===== config.mk =====
export PLATFORM = sky130hd
export DESIGN_NAME = coder_seq
export DESIGN_NICKNAME = d
export VERILOG_FILES = /design/src/rtl/coder_pkg.sv /design/src/rtl/prio_enc.sv /design/src/rtl/coder_seq.sv
export SDC_FILE = /design/constraint.sdc
export NUM_CORES = 1
export LEC_CHECK = 0
export ABC_CLOCK_PERIOD_IN_PS = 2100
export CORE_MARGIN = 5
export CORE_UTILIZATION = 40
export CTS_BUF_LIST = sky130_fd_sc_hd__clkbuf_8
export DETAILED_ROUTE_END_ITERATION = 10
export PLACE_DENSITY = 0.7
export SYNTH_ARGS = -nofsm -noshare
export SYNTH_HDL_FRONTEND = slang
export SYNTH_SLANG_ARGS = --single-unit

===== constraint.sdc =====
create_clock -name clk -period 2.1 [get_ports clk]
set_input_delay 0.21 -clock clk [delete_from_list [all_inputs] [get_ports clk]]
set_output_delay 0.21 -clock clk [all_outputs]
set_load 0.1 [all_outputs]

===== src/rtl/coder_pkg.sv =====
// rtl/coder_pkg.sv - shared mode constants, FSM encoding and index-width helper for coder_seq
package coder_pkg;

    localparam int LSB_FIRST = 0;
    localparam int MSB_FIRST = 1;

    typedef enum logic {
        IDLE  = 1'b0,
        DRAIN = 1'b1
    } state_e;

    // Never returns less than 1 so a 1-wide index stays legal for tiny vectors.
    function automatic int idx_width(input int w);
        int r;
        r = 1;
        while ((1 << r) < w) begin
            r = r + 1;
        end
        return r;
    endfunction

endpackage


===== src/rtl/prio_enc.sv =====
// rtl/prio_enc.sv - combinational W-bit priority encoder, lowest or highest set bit wins
module prio_enc #(
    parameter int W         = 8,
    parameter int MSB_FIRST = coder_pkg::LSB_FIRST,
    parameter int IW        = coder_pkg::idx_width(W)
) (
    input  logic [W-1:0]  vec_i,
    output logic [IW-1:0] idx_o,
    output logic          any_o
);

    // Scan towards the winning end; the last hit overwrites earlier ones.
    always_comb begin
        int j;
        j     = 0;
        idx_o = '0;
        any_o = 1'b0;
        for (int i = 0; i < W; i++) begin
            j = (MSB_FIRST != 0) ? i : (W - 1 - i);
            if (vec_i[j]) begin
                idx_o = IW'(j);
                any_o = 1'b1;
            end
        end
    end

endmodule


===== src/rtl/coder_seq.sv =====
// rtl/coder_seq.sv - serialises the set-bit indices of each accepted request vector
module coder_seq #(
    parameter int W         = 8,
    parameter int MSB_FIRST = coder_pkg::LSB_FIRST,
    parameter int IW        = coder_pkg::idx_width(W)
) (
    input  logic          clk,
    input  logic          rst,
    input  logic [W-1:0]  in_data,
    input  logic          in_valid,
    output logic          in_ready,
    output logic [IW-1:0] out_idx,
    output logic          out_valid,
    input  logic          out_ready,
    output logic          out_last,
    output logic          zero_err
);

    import coder_pkg::state_e;
    import coder_pkg::IDLE;
    import coder_pkg::DRAIN;

    localparam logic [W-1:0] ONE = W'(1);

    state_e         state_q, state_d;
    logic [W-1:0]   pend_q, pend_d;
    logic           zero_err_q, zero_err_d;
    logic [IW-1:0]  enc_idx;
    logic           enc_any;
    logic           single_bit;
    logic           out_fire;
    logic           in_fire;

    prio_enc #(
        .W         (W),
        .MSB_FIRST (MSB_FIRST),
        .IW        (IW)
    ) u_prio_enc (
        .vec_i (pend_q),
        .idx_o (enc_idx),
        .any_o (enc_any)
    );

    assign single_bit = (pend_q & (pend_q - ONE)) == '0;
    assign out_valid  = (state_q == DRAIN);
    assign out_idx    = enc_idx;
    assign out_last   = out_valid & enc_any & single_bit;
    assign zero_err   = zero_err_q;

    // A new vector may replace the final pending bit in the same cycle.
    assign out_fire = out_valid & out_ready;
    assign in_ready = (state_q == IDLE) | (out_fire & out_last);
    assign in_fire  = in_valid & in_ready;

    always_comb begin
        state_d    = state_q;
        pend_d     = pend_q;
        zero_err_d = 1'b0;
        if (out_fire) begin
            pend_d = pend_q & ~(ONE << enc_idx);
            if (out_last) begin
                state_d = IDLE;
            end
        end
        if (in_fire) begin
            if (in_data != '0) begin
                pend_d  = in_data;
                state_d = DRAIN;
            end else begin
                state_d    = IDLE;
                zero_err_d = 1'b1;
            end
        end
    end

    always_ff @(posedge clk) begin
        if (rst) begin
            state_q    <= IDLE;
            pend_q     <= '0;
            zero_err_q <= 1'b0;
        end else begin
            state_q    <= state_d;
            pend_q     <= pend_d;
            zero_err_q <= zero_err_d;
        end
    end

endmodule


---- Yosys cells after proc, flatten, opt, wreduce, memory -nomap -nowiden ----
Cells that the tools add are included.
storage, ports and cells
  output and inout bits ................... 7
  bits in registers ....................... 10
  bits of input ports ..................... 12
  logic and storage cells ................. 46
operators by class
  muxes and demuxes ....................... 24
  shifts and indexed selects .............. 1
  reductions and logical operators ........ 6
  bitwise gates (word level) .............. 11
  add/subtract/negate cells ............... 1
operators by type and width
  kind                   number
  $mux W3                8
  $mux W8                3
  $and A8 B8 Y8          2
  $mux W1                13
  $logic_not A8 Y1       1
  $not A8 Y8             1
  $reduce_bool A8 Y1     1
  $shl A1 B3 Y8 const A  1
  $sub A8 B1 Y8 const B  1
  $and A1 B1 Y1          5
  $reduce_bool A2 Y1     2
  $not A1 Y1             2
  $reduce_and A2 Y1      1
  $reduce_or A2 Y1       1
  $or A1 B1 Y1           1

---- Depth between registers and ports, before layout ----
Gate-level depths: netlist of the first run.
  depth in word-level cells ............... 15
  depth in mapped cells ................... 7
  mapped depth without buffers ............ 7

---- Hierarchy ----
Synthesis of the first run repeated with hierarchy kept, for this count alone.
unflattened totals
  cell total of the unflattened synthesis .. 90
  area, all modules ....................... 711.9 um^2
modules (own cells, without submodules)
  module     times used  area an instance (um^2)  cells an instance
  coder_seq  1           631.9                    77
  prio_enc   1           80.1                     13

---- Worst setup path after synthesis of the first run ----
No wires, ideal clock.
  kind .................................... register -> register
  start ................................... register pend_q[3]
  end ..................................... register state_q (netlist: out_valid)
  setup time .............................. 0.242 ns
  arrival ................................. 3.407 ns
  slack ................................... -1.549 ns
  required time ........................... 1.858 ns
  stages on the path, launching flop included .. 7
  cell sequence ........................... dfxtp_1 -> nor4_4 -> nand4b_1 -> o2111ai_1 -> a41oi_2 -> o21ai_0 -> a21oi_1
between the ends
  cells in the longest elaborated chain, start to end .. 11
RTL lines
  what                                                   RTL line         text
  from (decl)                                            coder_seq.sv:26  logic [W-1:0] pend_q, pend_d;
  from (signal assigned)                                 coder_seq.sv:83  pend_q <= pend_d;
  branches (longest 5 deep; another with $sub A8 B1 Y8)  n/a
  $and A1 B1 Y1 *                                        coder_seq.sv:47  assign out_last = out_valid & enc_any & single_bit;
  $and A1 B1 Y1 *                                        coder_seq.sv:52  assign in_ready = (state_q == IDLE) | (out_fire & out_last);
  $or A1 B1 Y1 *                                         coder_seq.sv:52
  named net in_ready                                     coder_seq.sv:11  output logic in_ready,
  $and A1 B1 Y1 *                                        coder_seq.sv:53  assign in_fire = in_valid & in_ready;
  $reduce_bool A2 Y1 (no line)                           n/a
  $reduce_and A2 Y1 (no line)                            n/a
  to (signal assigned)                                   coder_seq.sv:82  state_q <= state_d;
  to (decl)                                              coder_seq.sv:25  state_e state_q, state_d;
Mark *: on every way through the listed nets, which the timed path passes.
A chain may end at the register's enable or synchronous reset.

---- Final worst setup path of the first run ----
  start ................................... register pend_q[3]
  end ..................................... output port in_ready
between the ends
  cells in the longest elaborated chain, start to end .. 8
RTL lines
  what                                                   RTL line
  branches (longest 5 deep; another with $sub A8 B1 Y8)  n/a
  $and A1 B1 Y1 *                                        coder_seq.sv:47
  $and A1 B1 Y1 *                                        coder_seq.sv:52
  $or A1 B1 Y1 *                                         coder_seq.sv:52
  to (decl)                                              coder_seq.sv:11
Mark *: on every way between the ends.

==> results.cfg, run 1 <==
[cells_and_area]
diodes = 0
synthToLayoutAreaGrowth_pct = 63.9
final_net_count = 110
drive_gt1_frac = 0.320
fin_area_sq_um = 1000

[hold_path]
min_path_type = reg2reg

[synthesis]
synthXorXnorAreaFrac = 0
avgSynthCellArea_sq_um = 8.85
synth_top_family_by_area = compound AO/OA/AOI/OAI gates
yosys-top-cells-count = dfxtp_1, nand2_1, nor2_1
yosysSeqAreaShare = 0.328
synth_cell_types = 28
synth_compound_area_frac = 0.318
ys_seq_elements = 10
synthMuxAreaShare = 0
yosysMostFrequentCell = dfxtp_1
synthAdderAreaFrac = 0.0164
synth_top_area_frac = 0.328
synth_simple_gate_area_frac = 0.289
synthFlopType = dfxtp_1
netlist_area_sq_um = 611
yosys.area.top_type = dfxtp_1
synth_fp_nets = 81
syn_inst = 69
yosysWarningCount = 0
synth_edf_count = 0
yosys-top-cells-area = dfxtp_1, a32o_1, nand2_1
async_flop_share = 0

[setup_path]
cp-end-kind = primary output
startpoint = pend_q[3]
cp-endpoint = in_ready
path_delay_family = buffers and inverters
r2r_start = pend_q[3]
rrSetupSlack_ns = 0.11
worstSetupPathDepth = 7
slowest_stage = nor4_4
cp_num_buf_inv = 3
cp-start-kind = flip-flop
r2r-end = pend_q[0]
cp_cell_sequence = nor4_4, buf_4, o2111ai_2, a41oi_2, buf_6, o21ai_4, buf_12
cp.arrival_ns = 1.83
critical_path_class = reg2out
ff2ff_path_depth = 8
crit_path_max_fanout = 5
cp.required_ns = 1.89
critPathMaxStageDelay_ns = 0.37

[sta]
slew_viol_final = 0
timing.final.crit_period_ns = 2.04
hold_viol = 0
worst_pin_slew_ns = 0.650
fin_skew_ns = 0.00192
rsz0062_at_grt = yes
slew_headroom = 0.567
fmax_mhz = 491
timing.final.crit_share = 0.971
finalSetupViolations = 0

[power]
pwr-share-clk = 0.233
powerDensity_nw_per_um2 = 1040
power.switching_uw = 438
p_leak_uw = 0.000383
swShare = 0.421
internal_power_uw = 603
ir_worst_vdd_uv = 615
total_power_uw = 1040
comb_power_share = 0.535
p_seq_frac = 0.232

[clocking]
clock_latency_ns = 0.23
clockRootBuffer = clkbuf_8
cts.sinks = 10
cts_tree = built
clkSlewWorstSetupHoldPaths_ns = 0.05
cts_made_buffers = 3
cts_buffer_depth = 2
hold_buffers = 0
h-tree-depth = 1

[global_routing]
gr-total-overflow = 0
antenna_found_initial = 0
grt_pass1_vias = 615
grt_start_max_net_pins = 10
grt_pass1_wl_mm = 2.82
grt_util_all_layers = 0.147

[route]
first_pass_iters = 4
routed_via_density = 5.76
drt_wl_total_mm = 1.70
drc = 0
postRouteAntennaNets = 0
vias = 651
drt_iter0_drc = 21
wl_per_cell_um = 15.1

[flow_run]
cap_violations = 0

[place]
placed_area_sq_um = 888
io_buffers = 18
dp_hpwl_mm = 1.33
place.gp.congestion = 0.795

[die]
rows = 14
die_w_um = 49.1
dieArea_sq_um = 2410
start_util = 0.415
ios = 19
die_y_um = 49.1
placeableCoreArea_sq_um = 1470

[outcome]
outcome = completed
## per-stage QoR
stage           util  hold slack, ns  instances  worst slack, ns  setup TNS [ns]
6_report       0.680           0.557        113           0.0618               0
5_1_grt        0.680           0.574        113          -0.0358         -0.0358
4_1_cts        0.663           0.575        111          0.00261               0
3_5_place_dp   0.604           0.566        104          0.00762               0
3_3_place_gp   0.604           0.567        104           0.0916               0
2_1_floorplan      -           0.279         69           0.0623               0
## power by group through the flow
stage                     Combinational (uW)  Sequential [uW]  Clock, uW
after floorplan                          328              247          0
after global placement                   498              244          0
after detailed placement                 501              245          0
after CTS                                538              241        242
after global routing                     589              245        255
final                                    557              242        243
## worst reg2reg max path, delay by kind of cell (launching register included)
family | cells | cell delay, ns
flops | 1 | 0.35
simple gates | 2 | 0.55
buf+inv | 2 | 0.29
compound gates | 4 | 0.70
## final cells by class
class	instances	area [sq um]
clock buffer	4	55.1
multi-input combinational	52	408
tap	16	20.0
sequential	10	210
fill	124	470
inverter	6	26.3
timing repair buffer	25	282
## registers in the layout (all words and copies together), names as in the netlist
register	flops
pend_q	8
zero_err	1
out_valid	1
## how the worst min path moves through the flow
stage	startpoint	end	slack, ns	cells past startpoint
after floorplan	rst	out_valid	0.28	1
after global placement	pend_q[6]	pend_q[6]	0.57	1
after detailed placement	pend_q[6]	pend_q[6]	0.57	1
after CTS	pend_q[6]	pend_q[6]	0.58	1
after global routing	pend_q[6]	pend_q[6]	0.57	1
final	pend_q[6]	pend_q[6]	0.56	1
## cells in the final DEF (no fill, tap or decap), types with 2 or more instances in the layout
| cell | netlist | final |
|---|---|---|
| dfxtp_2 | 0 | 2 |
| nor4_1 | 2 | 2 |
| buf_12 | 0 | 5 |
| a22o_1 | 2 | 2 |
| nand2_1 | 8 | 8 |
| o211ai_1 | 2 | 2 |
| nor2_1 | 7 | 5 |
| a32o_1 | 6 | 6 |
| nand4_1 | 2 | 2 |
| nor3_1 | 2 | 2 |
| dfxtp_4 | 0 | 2 |
| buf_4 | 1 | 8 |
| clkdlybuf4s50_1 | 0 | 11 |
| clkbuf_8 | 0 | 4 |
| or3_1 | 3 | 3 |
| inv_1 | 6 | 5 |
| dfxtp_1 | 10 | 6 |
| nand4b_1 | 3 | 3 |
## logic make-up (layout without fill, tap and decap cells)
group / after synthesis / after routing
AND/OR/NAND/NOR: 31 / 31
buffers and inverters: 7 / 35
adder cells (fa/ha/maj): 1 / 1
AO/OA/AOI/OAI: 20 / 20
flip-flops: 10 / 10
## layer usage
layer	wire, um	track usage
met4	48	0.0807
met3	90	0.0398
met1	822	0.194
met5	0	0
met2	739	0.212
## timing repair
| action | 4_1_cts | 5_1_grt |
|---|---|---|
| pin swaps | 3 | 3 |
| resized for setup | 3 | 5 |
| setup endpoints to repair | 5 | 11 |
| endpoints found under the hold margin | 0 | 0 |
| buffers inserted | 3 | 2 |
(Power assumes the default switching activity.)
==> run 2, diff against run 1 <==
- ABC_AREA: default -> 1
- ABC_CLOCK_PERIOD_IN_PS: 2100 -> default
- PLACE_DENSITY: 0.7 -> 0.67
- SKIP_LAST_GASP: default -> 1
==> results.cfg, run 2 <==
[die]
start_util = 0.424
ios = 19
dieArea_sq_um = 2810
die_w_um = 53.0
rows = 15
placeableCoreArea_sq_um = 1750
die_y_um = 53.0

[sta]
timing.final.crit_period_ns = 1.86
timing.final.crit_share = 0.886
finalSetupViolations = 0
fin_ws_ns = 0.239
slew_headroom = 0.655
slew_viol_final = 0
setup_tns_ns = 0
fin_skew_ns = 0.00402
fmax_mhz = 537
worst_pin_slew_ns = 0.516
hold_viol = 0
rsz0062_at_grt = no

[synthesis]
synthXorXnorAreaFrac = 0
avgSynthCellArea_sq_um = 6.11
ys_seq_elements = 10
syn_inst = 121
yosys-top-cells-area = dfxtp_1, nand2_1, inv_1
synth_compound_area_frac = 0.0948
yosysSeqAreaShare = 0.271
async_flop_share = 0
yosys-top-cells-count = nand2_1, inv_1, nor2_1
netlist_area_sq_um = 739
synthMuxAreaShare = 0
synth_top_area_frac = 0.271
synth_fp_nets = 133
synth_edf_count = 0
synth_cell_types = 20
yosysMostFrequentCell = nand2_1
synthFlopType = dfxtp_1
synth_top_family_by_area = simple AND/OR/NAND/NOR gates
synthAdderAreaFrac = 0
yosys.area.top_type = dfxtp_1
yosysWarningCount = 0
synth_simple_gate_area_frac = 0.543

[route]
drt_iter0_drc = 16
vias = 815
drt_wl_total_mm = 1.77
first_pass_iters = 4
drc = 0
routed_via_density = 4.88
postRouteAntennaNets = 0
wl_per_cell_um = 10.6

[global_routing]
antenna_found_initial = 0
grt_start_max_net_pins = 12
grt_util_all_layers = 0.148
grt_pass1_wl_mm = 3.05
gr-total-overflow = 0
grt_pass1_vias = 764

[clocking]
hold_buffers = 0
clockRootBuffer = clkbuf_8
cts_made_buffers = 3
clkSlewWorstSetupHoldPaths_ns = 0.05
cts_tree = built
cts.sinks = 10
cts_buffer_depth = 2
cts_resized = 0
postCtsSetupBuffers = 0
h-tree-depth = 1
clock_latency_ns = 0.23

[cells_and_area]
synthToLayoutAreaGrowth_pct = 45.7
diodes = 0
fin_area_sq_um = 1080
largest_register_ffs = 8
final_cells = 167
drive_gt1_frac = 0.190
filler_cell_count = 161
largest-register = pend_q
final_net_count = 155
final_cell_mix = nand2_1, inv_1, nor2_1
final_common_cell = nand2_1

[setup_path]
slowest_stage = dfxtp_1
crit_path_max_fanout = 7
cp.required_ns = 1.89
path_delay_family = simple AND/OR/NAND/NOR gates
cp-endpoint = out_last
startpoint = pend_q[0]
cp-start-kind = flip-flop
worstSetupPathDepth = 6
cp-end-kind = primary output
crit_path_frequent_cell = nor2_4
critical_path_class = reg2out
cp_num_buf_inv = 1
critPathMaxStageDelay_ns = 0.34
r2r_start = pend_q[0]
rrSetupSlack_ns = 0.50
cp_cell_sequence = nor2_4, nand2_2, nor2_4, nor2_4, nor4_4, buf_12
r2r-end = pend_q[4]
cp.arrival_ns = 1.65
ff2ff_path_depth = 11

[place]
place.gp.congestion = 0.811
place_inst = 163
io_buffers = 18
dp_hpwl_mm = 1.48
placed_area_sq_um = 1020
pre_cts_slack_ns = 0.479

[flow_run]
cap_violations = 0

[power]
pwr-share-clk = 0.284
powerDensity_nw_per_um2 = 785
ir_worst_vdd_uv = 430
power.switching_uw = 345
swShare = 0.408
total_power_uw = 846
p_leak_uw = 0.000504
internal_power_uw = 501
comb_power_share = 0.458
p_seq_frac = 0.258

[outcome]
outcome = completed

[hold_path]
min_path_type = in2reg
-- run 2: cell count changes in the layout (fill, tap and decap cells not counted), moves of 4 or more --
cell / before / now
buf_4: 8 / 2
inv_1: 5 / 17
nand3_1: 1 / 10
nand2_1: 8 / 36
nor2_1: 5 / 16
a21oi_1: 1 / 5
a32o_1: 6 / 0
-- run 2: kinds of logic (layout without fill, tap and decap cells) --
group | count (synthesis) | after routing
simple gates | 81 | 81
buf+inv | 18 | 39
compound gates | 12 | 12
flops | 10 | 10
-- run 2: area by class of cell --
class / instances / area [sq um] / share of cell area
clock buffers: 4 / 55.1 / 0.0511
well taps: 25 / 31.3 / 0.0290
inverters: 17 / 63.8 / 0.0592
flip-flops and latches: 10 / 201 / 0.187
repair buffers: 18 / 225 / 0.209
multi-input cells: 93 / 500 / 0.465
-- run 2: metrics by stage --
step           utilization  hold slack [ns]
3_5_place_dp         0.586            0.599
6_report             0.617            0.544
4_1_cts              0.617            0.548
2_1_floorplan            -            0.313
5_1_grt              0.617            0.570
3_3_place_gp         0.586            0.599
-- run 2: per-layer routing --
layer / track usage / up-vias / part of all wire
met5: 0 / - / 0
met1: 0.182 / 352 / 0.46
li1: - / 428 / -
met3: 0.0169 / 2 / 0.047
met4: 0.0766 / 0 / 0.015
met2: 0.250 / 33 / 0.48
-- run 2: worst min-delay path by stage --
stage,slack [ns],cells after the start,end,start
6_report,0.54,3,pend_q[1],in_data[1]
5_1_grt,0.57,3,pend_q[1],in_data[1]
4_1_cts,0.55,3,pend_q[2],in_data[2]
3_5_place_dp,0.60,4,pend_q[5],pend_q[5]
3_3_place_gp,0.60,4,pend_q[5],pend_q[5]
2_1_floorplan,0.31,2,pend_q[0],in_data[0]
-- run 2: power groups by stage --
| stage | Clock, uW | Sequential, uW | Combinational (uW) |
|---|---|---|---|
| 2_1_floorplan | 0 | 232 | 255 |
| 3_3_place_gp | 0 | 221 | 387 |
| 3_5_place_dp | 0 | 222 | 388 |
| 4_1_cts | 243 | 218 | 389 |
| 5_1_grt | 257 | 220 | 411 |
| 6_report | 240 | 218 | 387 |
-- run 2: tightest hold or removal path, cell delays in order --
cell and delay (ns):
clkdlybuf4s50_1 0.41, nand2_1 0.07, nand2_1 0.04
==> run 3, diff against run 2 <==
- CORE_UTILIZATION: 40 -> 47
- CTS_BUF_LIST: sky130_fd_sc_hd__clkbuf_8 -> sky130_fd_sc_hd__clkbuf_16
- PLACE_DENSITY: 0.67 -> 0.77
==> results.cfg, run 3 (synthesized netlist as in run 2, its figures left out) <==
[outcome]
outcome = completed

[global_routing]
grt_start_max_net_pins = 12
antenna_found_initial = 0
grt_pass1_wl_mm = 3.09
grtUsageMet1 = 0.189
gr-total-overflow = 0
grt_pass1_vias = 747
met2_usage = 0.271
grt_util_all_layers = 0.159
grt_use_met3 = 0.0241
grt-busiest-layer = met2

[sta]
finalSetupViolations = 0
timing.final.crit_share = 0.884
fmax_mhz = 539
rsz0062_at_grt = no
worst_pin_slew_ns = 0.530
hold_viol = 0
timing.final.crit_period_ns = 1.86
slew_headroom = 0.646
slew_viol_final = 0
fin_skew_ns = 0.00121

[clocking]
cts_buffer_depth = 2
clkSlewWorstSetupHoldPaths_ns = 0.04
cts_resized = 0
clockRootBuffer = clkbuf_16
hold_buffers = 0
cts.sinks = 10
h-tree-depth = 1
cts_tree = built
clock_latency_ns = 0.23
postCtsSetupBuffers = 0
cts_made_buffers = 3

[cells_and_area]
largest-register = pend_q
largest_register_ffs = 8
synthToLayoutAreaGrowth_pct = 47.4
final_cell_mix = nand2_1, inv_1, nor2_1
diodes = 0
final_net_count = 155
final_common_cell = nand2_1
utilization = 0.723
drive_gt1_frac = 0.183
fin_area_sq_um = 1090

[power]
comb_power_share = 0.412
p_seq_frac = 0.232
p_leak_uw = 0.000514
powerDensity_nw_per_um2 = 864
pwr-share-clk = 0.356
swShare = 0.378
power.switching_uw = 356
ir_worst_vdd_uv = 547
internal_power_uw = 586

[die]
die_w_um = 49.7
dieArea_sq_um = 2470
placeableCoreArea_sq_um = 1510
rows = 14
die_y_um = 49.7
ios = 19
start_util = 0.491

[setup_path]
cp-end-kind = primary output
cp.required_ns = 1.89
cp-start-kind = flip-flop
r2r-end = pend_q[4]
crit_path_max_fanout = 5
r2r_start = pend_q[3]
cp.arrival_ns = 1.65
critical_path_class = reg2out
rrSetupSlack_ns = 0.48
ff2ff_path_depth = 10

[route]
routed_via_density = 5.30
first_pass_iters = 4
drc = 0
drt_iter0_drc = 25
postRouteAntennaNets = 0
drt_wl_total_mm = 1.85
wl_per_cell_um = 11.7
vias = 837

[hold_path]
hold_end = pend_q[1]
holdCritStartpoint = in_data[1]
hold_depth = 3
min_path_type = in2reg

[place]
io_buffers = 18
place.gp.congestion = 0.860
placed_area_sq_um = 1010
dp_hpwl_mm = 1.49

[flow_run]
cap_violations = 0
[run 3: cell count changes in the layout (fill, tap and decap cells not counted), sizes merged]
| cell | previous run | this run |
|---|---|---|
| clkbuf | 4 | 3 |
| clkinv | 0 | 1 |
[run 3: layer usage]
metal | part of all wire | vias to the layer above
met4 | 0.012 | 0
met1 | 0.45 | 380
met5 | 0 | -
li1 | - | 427
met2 | 0.48 | 28
met3 | 0.057 | 2
[run 3: worst max path at each step]
stage | cells after the start | from | to | slack [ns]
after floorplan | 5 | pend_q[0] | out_last | -0.42
after global placement | 7 | pend_q[6] | out_last | 0.49
after detailed placement | 10 | pend_q[0] | pend_q[5] | 0.48
after CTS | 6 | pend_q[3] | out_last | 0.23
after global routing | 6 | pend_q[3] | out_last | 0.13
final | 6 | pend_q[3] | out_last | 0.24
[run 3: power groups by stage]
| stage | sequential [uW] | combinational [uW] | clock, uW |
|---|---|---|---|
| global placement | 221 | 386 | 0 |
| global route | 220 | 411 | 349 |
| detailed placement | 221 | 387 | 0 |
| finish | 218 | 388 | 335 |
| floorplan | 232 | 255 | 0 |
| CTS | 218 | 389 | 336 |
[run 3: critical path, stage by stage, from the launching register on]
cell and delay, ns:
dfxtp_1 0.36, nor2_4 0.19, nand2_2 0.10, nor2_4 0.16, nor2_4 0.06, nor4_4 0.32, buf_12 0.21
[run 3: per-stage QoR]
step	total power (uW)	TNS, ns	cells	hold WS (ns)	worst slack, ns
final	942	0	158	0.547	0.244
after detailed placement	609	0	154	0.616	0.484
after global placement	607	0	154	0.611	0.490
after global routing	980	0	158	0.552	0.133
after floorplan	487	-0.425	121	0.313	-0.425
after CTS	944	0	158	0.544	0.231
[run 3: layout make-up]
cell class / instances / area (sq um)
multi-input cells: 93 / 500
well taps: 16 / 20.0
flip-flops and latches: 10 / 201
fillers: 128 / 417
clock buffers: 3 / 75.1
inverters: 17 / 63.8
clock inverters: 1 / 3.75
repair buffers: 18 / 225
